### src/rtl/pipelined_cla_addsub_pkg.sv
// Shared constants for the pipelined carry-lookahead adder/subtractor.
package pipelined_cla_addsub_pkg;

  // Default datapath width and bits resolved per pipeline stage.
  localparam int DEF_WIDTH = 32;
  localparam int DEF_SEG   = 8;

  // Width of one carry-lookahead group.
  localparam int GRP = 4;

  // Operation encoding on the sub input.
  localparam logic OP_ADD = 1'b0;
  localparam logic OP_SUB = 1'b1;

endpackage

### src/rtl/pipelined_cla_addsub_if.sv
// Operand/result bus of the adder/subtractor.
//
// Handshake: an operand set transfers on a rising edge where in_valid && in_ready;
// a result transfers on a rising edge where out_valid && out_ready. A producer keeps
// its payload stable while its valid is high and not yet accepted. in_ready is the
// only signal that depends combinationally on the other side (on out_ready).
interface pipelined_cla_addsub_if #(
  parameter int WIDTH = 32
);
  logic             in_valid;
  logic             in_ready;
  logic [WIDTH-1:0] a;
  logic [WIDTH-1:0] b;
  logic             ci;
  logic             sub;
  logic             out_valid;
  logic             out_ready;
  logic [WIDTH-1:0] s;
  logic             co;
  logic             ovf;
  logic             zero;

  modport master (
    output in_valid, a, b, ci, sub, out_ready,
    input  in_ready, out_valid, s, co, ovf, zero
  );

  modport slave (
    input  in_valid, a, b, ci, sub, out_ready,
    output in_ready, out_valid, s, co, ovf, zero
  );
endinterface

### src/rtl/pipelined_cla_addsub_cla_group4.sv
// 4-bit carry-lookahead group: sum, carry-out and group propagate/generate.
module cla_group4 (
  input  logic [3:0] a_i,
  input  logic [3:0] b_i,
  input  logic       cin_i,
  output logic [3:0] s_o,
  output logic       cout_o,
  output logic       p_o,
  output logic       g_o
);
  logic [3:0] g;
  logic [3:0] p;
  logic [3:0] c;

  // p uses a|b: sufficient for carries; the sum still uses a^b.
  assign g = a_i & b_i;
  assign p = a_i | b_i;

  assign c[0] = cin_i;
  assign c[1] = g[0] | (p[0] & cin_i);
  assign c[2] = g[1] | (p[1] & g[0]) | (p[1] & p[0] & cin_i);
  assign c[3] = g[2] | (p[2] & g[1]) | (p[2] & p[1] & g[0]) | (p[2] & p[1] & p[0] & cin_i);

  assign g_o    = g[3] | (p[3] & g[2]) | (p[3] & p[2] & g[1]) | (p[3] & p[2] & p[1] & g[0]);
  assign p_o    = &p;
  assign cout_o = g_o | (p_o & cin_i);

  assign s_o = a_i ^ b_i ^ c;
endmodule

### src/rtl/pipelined_cla_addsub.sv
// Pipelined WIDTH-bit carry-lookahead adder/subtractor. Each stage resolves SEG bits
// with a chain of 4-bit lookahead groups; the segment carry is registered into the next
// stage together with the skewed operands and the deskewed partial sum.
module pipelined_cla_addsub
  import pipelined_cla_addsub_pkg::*;
#(
  parameter int WIDTH = DEF_WIDTH,
  parameter int SEG   = DEF_SEG
) (
  input  logic                  clk,
  input  logic                  rst_n,
  pipelined_cla_addsub_if.slave bus
);
  localparam int NSTAGES = WIDTH / SEG;
  localparam int NGRP    = SEG / GRP;

  // Rank 0 holds the accepted operands; rank k+1 holds the result of segment k.
  logic [NSTAGES:0]   vld_q;
  logic [NSTAGES:0]   cy_q;
  logic [NSTAGES:0]   sub_q;
  logic [NSTAGES:0]   amsb_q;
  logic [NSTAGES:0]   bmsb_q;
  logic [WIDTH-1:0]   sum_q [0:NSTAGES];
  logic [WIDTH-1:0]   opa_q [0:NSTAGES-1];
  logic [WIDTH-1:0]   opb_q [0:NSTAGES-1];

  logic                          advance;
  logic [WIDTH-1:0]              b_eff;
  logic                          c0;
  logic [NSTAGES-1:0][SEG-1:0]   seg_s;
  logic [NSTAGES-1:0]            seg_co;

  // A full output register that is not being drained freezes the whole pipe.
  assign advance      = !vld_q[NSTAGES] || bus.out_ready;
  assign bus.in_ready = advance;

  // Subtraction is a + ~b + 1, with ci acting as an inverted borrow-in.
  assign b_eff = (bus.sub == OP_ADD) ? bus.b : ~bus.b;
  assign c0    = bus.ci ^ (bus.sub == OP_SUB);

  for (genvar k = 0; k < NSTAGES; k++) begin : g_stage
    logic [NGRP:0]   gc;
    logic [NGRP-1:0] gp;
    logic [NGRP-1:0] gg;
    logic            sg;
    logic            sp;
    logic            ripple_co_unused;

    assign gc[0] = cy_q[k];

    for (genvar j = 0; j < NGRP; j++) begin : g_grp
      cla_group4 u_grp (
        .a_i   (opa_q[k][k*SEG + j*GRP +: GRP]),
        .b_i   (opb_q[k][k*SEG + j*GRP +: GRP]),
        .cin_i (gc[j]),
        .s_o   (seg_s[k][j*GRP +: GRP]),
        .cout_o(gc[j+1]),
        .p_o   (gp[j]),
        .g_o   (gg[j])
      );
    end

    // Segment-level generate/propagate from the group P/G terms.
    always_comb begin
      sg = 1'b0;
      sp = 1'b1;
      for (int j = 0; j < NGRP; j++) begin
        sg = gg[j] | (gp[j] & sg);
        sp = sp & gp[j];
      end
    end

    // The registered carry comes from the lookahead terms; the last group's ripple
    // carry-out carries the same value and is not needed.
    assign seg_co[k]        = sg | (sp & cy_q[k]);
    assign ripple_co_unused = gc[NGRP];
  end

  // Pipeline ranks: load on advance, hold on stall, clear on reset.
  always_ff @(posedge clk) begin
    if (!rst_n) begin
      vld_q  <= '0;
      cy_q   <= '0;
      sub_q  <= '0;
      amsb_q <= '0;
      bmsb_q <= '0;
      for (int k = 0; k <= NSTAGES; k++) sum_q[k] <= '0;
      for (int k = 0; k < NSTAGES; k++) begin
        opa_q[k] <= '0;
        opb_q[k] <= '0;
      end
    end else if (advance) begin
      vld_q[0]  <= bus.in_valid;
      opa_q[0]  <= bus.a;
      opb_q[0]  <= b_eff;
      cy_q[0]   <= c0;
      sub_q[0]  <= bus.sub;
      amsb_q[0] <= bus.a[WIDTH-1];
      bmsb_q[0] <= bus.b[WIDTH-1];
      sum_q[0]  <= '0;
      for (int k = 0; k < NSTAGES; k++) begin
        vld_q[k+1]                <= vld_q[k];
        cy_q[k+1]                 <= seg_co[k];
        sub_q[k+1]                <= sub_q[k];
        amsb_q[k+1]               <= amsb_q[k];
        bmsb_q[k+1]               <= bmsb_q[k];
        sum_q[k+1]                <= sum_q[k];
        sum_q[k+1][k*SEG +: SEG]  <= seg_s[k];
      end
      for (int k = 0; k < NSTAGES - 1; k++) begin
        opa_q[k+1] <= opa_q[k];
        opb_q[k+1] <= opb_q[k];
      end
    end
  end

  // Flags from the final rank only.
  logic beff_msb;
  assign beff_msb      = bmsb_q[NSTAGES] ^ (sub_q[NSTAGES] == OP_SUB);
  assign bus.out_valid = vld_q[NSTAGES];
  assign bus.s         = sum_q[NSTAGES];
  assign bus.co        = cy_q[NSTAGES];
  assign bus.ovf       = (amsb_q[NSTAGES] == beff_msb) && (sum_q[NSTAGES][WIDTH-1] != amsb_q[NSTAGES]);
  assign bus.zero      = ~|sum_q[NSTAGES];
endmodule

### src/flat_wrapper.sv
// flat-port wrapper written by rule: the top's interface ports become plain ports
module pipelined_cla_addsub_flat import pipelined_cla_addsub_pkg::*;
#(
  parameter int WIDTH = DEF_WIDTH,
  parameter int SEG   = DEF_SEG
)
  (clk, rst_n, bus_in_valid, bus_a, bus_b, bus_ci, bus_sub, bus_out_ready, bus_in_ready, bus_out_valid, bus_s, bus_co, bus_ovf, bus_zero);
  pipelined_cla_addsub_if #(.WIDTH(WIDTH)) bus_i ();
  input  logic clk;
  input  logic rst_n;
  input wire logic [$bits(bus_i.in_valid)-1:0] bus_in_valid;
  input wire logic [$bits(bus_i.a)-1:0] bus_a;
  input wire logic [$bits(bus_i.b)-1:0] bus_b;
  input wire logic [$bits(bus_i.ci)-1:0] bus_ci;
  input wire logic [$bits(bus_i.sub)-1:0] bus_sub;
  input wire logic [$bits(bus_i.out_ready)-1:0] bus_out_ready;
  output wire logic [$bits(bus_i.in_ready)-1:0] bus_in_ready;
  output wire logic [$bits(bus_i.out_valid)-1:0] bus_out_valid;
  output wire logic [$bits(bus_i.s)-1:0] bus_s;
  output wire logic [$bits(bus_i.co)-1:0] bus_co;
  output wire logic [$bits(bus_i.ovf)-1:0] bus_ovf;
  output wire logic [$bits(bus_i.zero)-1:0] bus_zero;
  assign bus_i.in_valid = bus_in_valid;
  assign bus_i.a = bus_a;
  assign bus_i.b = bus_b;
  assign bus_i.ci = bus_ci;
  assign bus_i.sub = bus_sub;
  assign bus_i.out_ready = bus_out_ready;
  assign bus_in_ready = bus_i.in_ready;
  assign bus_out_valid = bus_i.out_valid;
  assign bus_s = bus_i.s;
  assign bus_co = bus_i.co;
  assign bus_ovf = bus_i.ovf;
  assign bus_zero = bus_i.zero;
  pipelined_cla_addsub #(.WIDTH(WIDTH), .SEG(SEG)) u_core (.clk(clk), .rst_n(rst_n), .bus(bus_i));
endmodule
### config.mk
export PLATFORM = sky130hd
export DESIGN_NAME = pipelined_cla_addsub_flat
export DESIGN_NICKNAME = d
export VERILOG_FILES = /design/src/rtl/pipelined_cla_addsub_pkg.sv /design/src/rtl/pipelined_cla_addsub_if.sv /design/src/rtl/pipelined_cla_addsub_cla_group4.sv /design/src/rtl/pipelined_cla_addsub.sv /design/src/flat_wrapper.sv
export SDC_FILE = /design/constraint.sdc
export NUM_CORES = 1
export LEC_CHECK = 0
export BUFFER_PORTS_ARGS = -buffer_cell sky130_fd_sc_hd__buf_2
export CAP_MARGIN = 25
export CORE_UTILIZATION = 50
export CTS_CLUSTER_SIZE = 40
export DETAILED_ROUTE_END_ITERATION = 10
export HOLD_SLACK_MARGIN = 0.12
export PLACE_DENSITY = 0.69
export SLEW_MARGIN = 20
export SYNTH_ARGS = -nofsm -noshare
export SYNTH_HDL_FRONTEND = slang
export SYNTH_SLANG_ARGS = --single-unit
### constraint.sdc
create_clock -name clk -period 19.7 [get_ports clk]
set_input_delay 3.94 -clock clk [delete_from_list [all_inputs] [get_ports clk]]
set_output_delay 3.94 -clock clk [all_outputs]
set_load 0.02 [all_outputs]
## Yosys cells after proc, flatten, opt, wreduce, memory -nomap -nowiden

Memories as Yosys holds them, arrays and structs flattened.
Cells that the tools add are included.

| word-level totals | value |
|---|---|
| bits in registers | 25 |
| memory bits (writable) | 416 |
| input port bits | 70 |
| output and inout port bits | 37 |
| word-level logic and storage cells | 309 |
| memories kept | 3 |

Memories:

| memory | depth | bits a word | read ports | clocked after memory_dff | write ports | line | text |
|---|---|---|---|---|---|---|---|
| u_core.sum_q | 5 | 32 | 5 | 0 | 5 | pipelined_cla_addsub.sv:23 | `logic [WIDTH-1:0] sum_q [0:NSTAGES];` |
| u_core.opa_q | 4 | 32 | 4 | 0 | 4 | pipelined_cla_addsub.sv:24 | `logic [WIDTH-1:0] opa_q [0:NSTAGES-1];` |
| u_core.opb_q | 4 | 32 | 4 | 0 | 4 | pipelined_cla_addsub.sv:25 | `logic [WIDTH-1:0] opb_q [0:NSTAGES-1];` |

| operators by class | value |
|---|---|
| eq/ne operators | 2 |
| multiplexer cells | 22 |
| bitwise gates (word level) | 264 |
| reduce and logical (&&, ||, !) cells | 13 |

Operators with widths:

| operator | count |
|---|---|
| 2-to-1 mux 32 bit | 14 |
| bitwise AND 1 bit | 128 |
| OR 1 bit | 101 |
| bitwise XOR 4 bit | 16 |
| bitwise AND 4 bit | 8 |
| 2-to-1 mux 8 bit | 4 |
| NOT 32 bit | 1 |
| OR 4 bit | 8 |
| AND reduction 4 bit | 8 |
| OR reduction 32 bit | 1 |
| 2-to-1 mux 1 bit | 4 |
| zero test 1 bit | 2 |
| bitwise XOR 1 bit | 2 |
| == test 1 bit | 1 |
| logical AND 1 bit | 1 |
| logical OR 1 bit | 1 |
| inequality test 1 bit | 1 |

## Longest topological paths before layout

| depth | value |
|---|---|
| depth in word-level cells | 10 |
| depth in mapped cells | 9 |
| gate-level depth less buffers | 9 |

## Cells and area by module

A second synthesis with hierarchy kept.

| unflattened totals | value |
|---|---|
| cell total of the unflattened synthesis | 956 |
| area total of the unflattened synthesis | 12393.1 um2 |

Modules (own cells, without submodules):

| module | instances | cells each | area each (um2) |
|---|---|---|---|
| pipelined_cla_addsub | 1 | 692 | 10241.1 |
| cla_group4 | 8 | 33 | 269.0 |

## Worst setup path before layout

Ideal clock, no wire load.

| timing | value |
|---|---|
| kind | input to register |
| from | input bus_out_ready |
| to | memory u_core.opa_q[0][0] (enable) |
| library setup time | 1.849 ns |
| data arrival time | 8.419 ns |
| path slack | 9.432 ns |
| cell stages on the path | 4 |
| buffers on the path | 2 |
| cell sequence | nor2b_1 > buf_6 > clkbuf_1 > nand2_1 |

RTL lines:

| item | line | text |
|---|---|---|
| start: declaration | flat_wrapper.sv:16 | `input wire logic [$bits(bus_i.out_ready)-1:0] bus_out_ready;` |
| end: declaration | pipelined_cla_addsub.sv:24 |  |

## Worst setup path in the final report

| timing | value |
|---|---|
| from | input bus_out_ready |
| to | output bus_in_ready |

| between the ends | value |
|---|---|
| longest elaborated chain between the ends | 1 |

RTL lines:

| item | line | text |
|---|---|---|
| logical OR 1 bit | pipelined_cla_addsub.sv:34 | `assign advance = !vld_q[NSTAGES] \|\| bus.out_ready;` |
| end: declaration | flat_wrapper.sv:17 | `output wire logic [$bits(bus_i.in_ready)-1:0] bus_in_ready;` |

No other way between the ends.

==> flow_summary.json <==
{
  "status": "completed",
  "first_pass_iters": 5,
  "hold_viol": 0,
  "synth_nets": 1072,
  "arrival_ns": 5.18,
  "hp-class": "flop to flop",
  "async_flop_share_pct": 0,
  "synth_seq_cells": 265,
  "ys_seq_area_share_pct": 64.07,
  "antennaDiodeCount": 0,
  "maxCapViolCount": 0,
  "fin_nets": 1155,
  "cts_hold_buf": 0,
  "synth.distinct_cells": 37,
  "yosysWarnings": 0,
  "area_growth_syn_to_layout_pct": 13.96,
  "max_freq_mhz": 109.6,
  "required_ns": 15.76,
  "layout-drive-gt1-share_pct": 16.44,
  "grt_use_total_pct": 15.87,
  "peakVddDrop_mv": 0.05894,
  "n_fill_cell": 1881,
  "startpoint_type": "input port",
  "io_buffers": 106,
  "numCtsBuffers": 27,
  "grt_setup_unrepaired": "no",
  "antenna_found_initial": 0,
  "end_kind": "output pin",
  "post-route-drc-count": 0,
  "vias": 6830,
  "finalPower_mw": 1.227,
  "via_per_inst": 5.048,
  "grt_pass1_wl_um": 30990,
  "cts_root_buffer": "clkbuf_16",
  "place_congestion": 0.7631,
  "tns_ns": 0,
  "grt_max_degree": 132,
  "routedWlPerCell_um": 14.45,
  "ant_nets": 0,
  "fin_skew_ns": 0.01980,
  "overflow": 0,
  "synth-edff-count": 240,
  "die_w_um": 157.1,
  "cts_resized": 0,
  "cts_setup_buffers": 0,
  "ctsLongestPathBuffers": 3,
  "clkSinkCount": 265,
  "dp_hpwl_um": 11800,
  "rows": 56,
  "cts_tree": "built",
  "die-area_um2": 24680,
  "wirelength_um": 19550,
  "leakagePower_nw": 6.548,
  "layout_commonest_cell": "edfxtp_1",
  "mostFrequentLayoutCells": "240 x edfxtp_1, 187 x and3_1, 105 x buf_2",
  "die_y_um": 157.1,
  "synth_ff_type": "edfxtp_1",
  "critical_path_class": "input port to output pin",
  "synth_area_um2": 12030,
  "slew_violations": 0,
  "clkLatencyLatePin_ns": 0.54,
  "core-area_um2": 23540,
  "cts-htree-levels": 1,
  "grt_pass1_vias": 6204,
  "finalCritPeriodShare_pct": 46.30,
  "netlist_instances": 930,
  "layout_min_cycle_time_ns": 9.122,
  "start_util_pct": 51.09,
  "max_slew_margin_pct": 37.08,
  "worst_pin_slew_ns": 0.9438,
  "finish.utilization_pct": 58.23,
  "clk_pin_slew_ns": 0.06,
  "drtIter0Drc": 479,
  "synth.avg_cell_area_um2": 12.93,
  "p_per_area_nw_per_um2": 89.52,
  "pin_count": 107,
  "finalSetupViolCount": 0,
  "crit_fanout": 84
}
==> cell type report <==
type                    count  area [um^2]  share of cell area (%)
repair buffers            114        649.4                   4.737
clock buffers              36        759.5                   5.540
multi-input cells         523         3756                   27.40
clock inverters            14        126.4                  0.9219
inverters                  82        310.3                   2.264
well taps                 319        399.1                   2.912
flip-flops and latches    265         7707                   56.23
==> synth_stat cells (2+ instances only) <==
library cell | instances | area (um^2)
a21boi_0 | 18 | 135.1
a21oi_1 | 16 | 80.08
a221o_1 | 4 | 40.04
a221oi_2 | 4 | 60.06
a31oi_1 | 4 | 25.02
and3_1 | 187 | 1170
buf_2 | 13 | 65.06
buf_6 | 3 | 33.78
clkbuf_1 | 43 | 161.4
dfxtp_1 | 25 | 500.5
edfxtp_1 | 240 | 7207
fa_1 | 8 | 160.2
ha_1 | 64 | 800.8
inv_1 | 81 | 304.0
mux2i_1 | 12 | 120.1
nand2_1 | 53 | 198.9
nand2b_1 | 12 | 75.07
nand3b_1 | 4 | 30.03
nand4_1 | 2 | 12.51
nor2_1 | 51 | 191.4
nor3_1 | 4 | 20.02
nor4_1 | 8 | 50.05
o21ai_0 | 3 | 15.01
o21ai_1 | 2 | 10.01
o21bai_1 | 4 | 30.03
o22ai_1 | 4 | 25.02
or2_2 | 4 | 25.02
or3_1 | 4 | 25.02
xnor2_1 | 45 | 394.1
==> flip-flops by register name, indices dropped and copies added (netlist names) <==
name / cells
u_core.bmsb_q: 5
u_core.opa_q: 80
u_core.amsb_q: 5
u_core.sum_q: 80
u_core.cy_q: 5
u_core.vld_q: 5
u_core.opb_q: 80
u_core.sub_q: 5
==> path summary, 6_finish.rpt <==
path | start | to | slack [ns] | depth (start not counted)
max reg2reg | u_core.vld_q[4]$_SDFFE_PN0P_ | u_core.opa_q[0][11]$_SDFFCE_PN0P_ | 16.27 | 5
min reg2reg | u_core.amsb_q[1]$_SDFFE_PN0P_ | u_core.amsb_q[1]$_SDFFE_PN0P_ | 0.46 | 2
min | u_core.amsb_q[1]$_SDFFE_PN0P_ | u_core.amsb_q[1]$_SDFFE_PN0P_ | 0.46 | 2
max | bus_out_ready | bus_in_ready | 10.58 | 5
==> where the power goes <==
| part | total (mW) | leakage (nW) | internal, mW | switching, mW |
|---|---|---|---|---|
| Sequential | 0.652 | 3.07 | 0.641 | 0.0105 |
| Clock | 0.499 | 0.441 | 0.297 | 0.203 |
| Combinational | 0.0760 | 3.04 | 0.0357 | 0.0403 |
| Total | 1.23 | 6.55 | 0.974 | 0.253 |
==> cells by family (layout without fill, tap and decap cells) <==
logic type                 count (synthesis)  after routing  synth area share, %
muxes                                     12             12               0.9986
and+or+nand+nor                          331            331                15.07
AOI/OAI and AO/OA                         62             62                3.713
DFF                                      265            265                64.07
buffers and inverters                    142            246                4.805
adders and majority gates                 72             72                7.988
xor gates and xnor gates                  46             46                3.349
==> critical path, stage by stage <==
cell and delay [ns]:
buf_2 0.08, nor2b_2 0.03, buf_4 0.23, inv_4 0.56
buf_2 0.29
==> stage by stage <==
| step | cell area [um^2] | instances | hold slack, ns | worst slack [ns] |
|---|---|---|---|---|
| 2_1_floorplan | 12030 | 930 | 0.4406 | 9.432 |
| 3_3_place_gp | 12740 | 1300 | 0.4520 | 10.60 |
| 3_5_place_dp | 12740 | 1300 | 0.4595 | 10.58 |
| 4_1_cts | 13630 | 1350 | 0.4684 | 10.58 |
| 5_1_grt | 13710 | 1353 | 0.4838 | 10.47 |
| 6_report | 13710 | 1353 | 0.4638 | 10.58 |
==> per-layer routing <==
layer	up-vias	global-route usage, %	routed length [um]
li1	3448	-	-
met1	3212	21.62	8866
met2	141	26.07	9319
met3	29	2.616	958
met4	0	5.039	410
met5	-	0	0
Note: power is estimated with default switching activity, not from simulation.
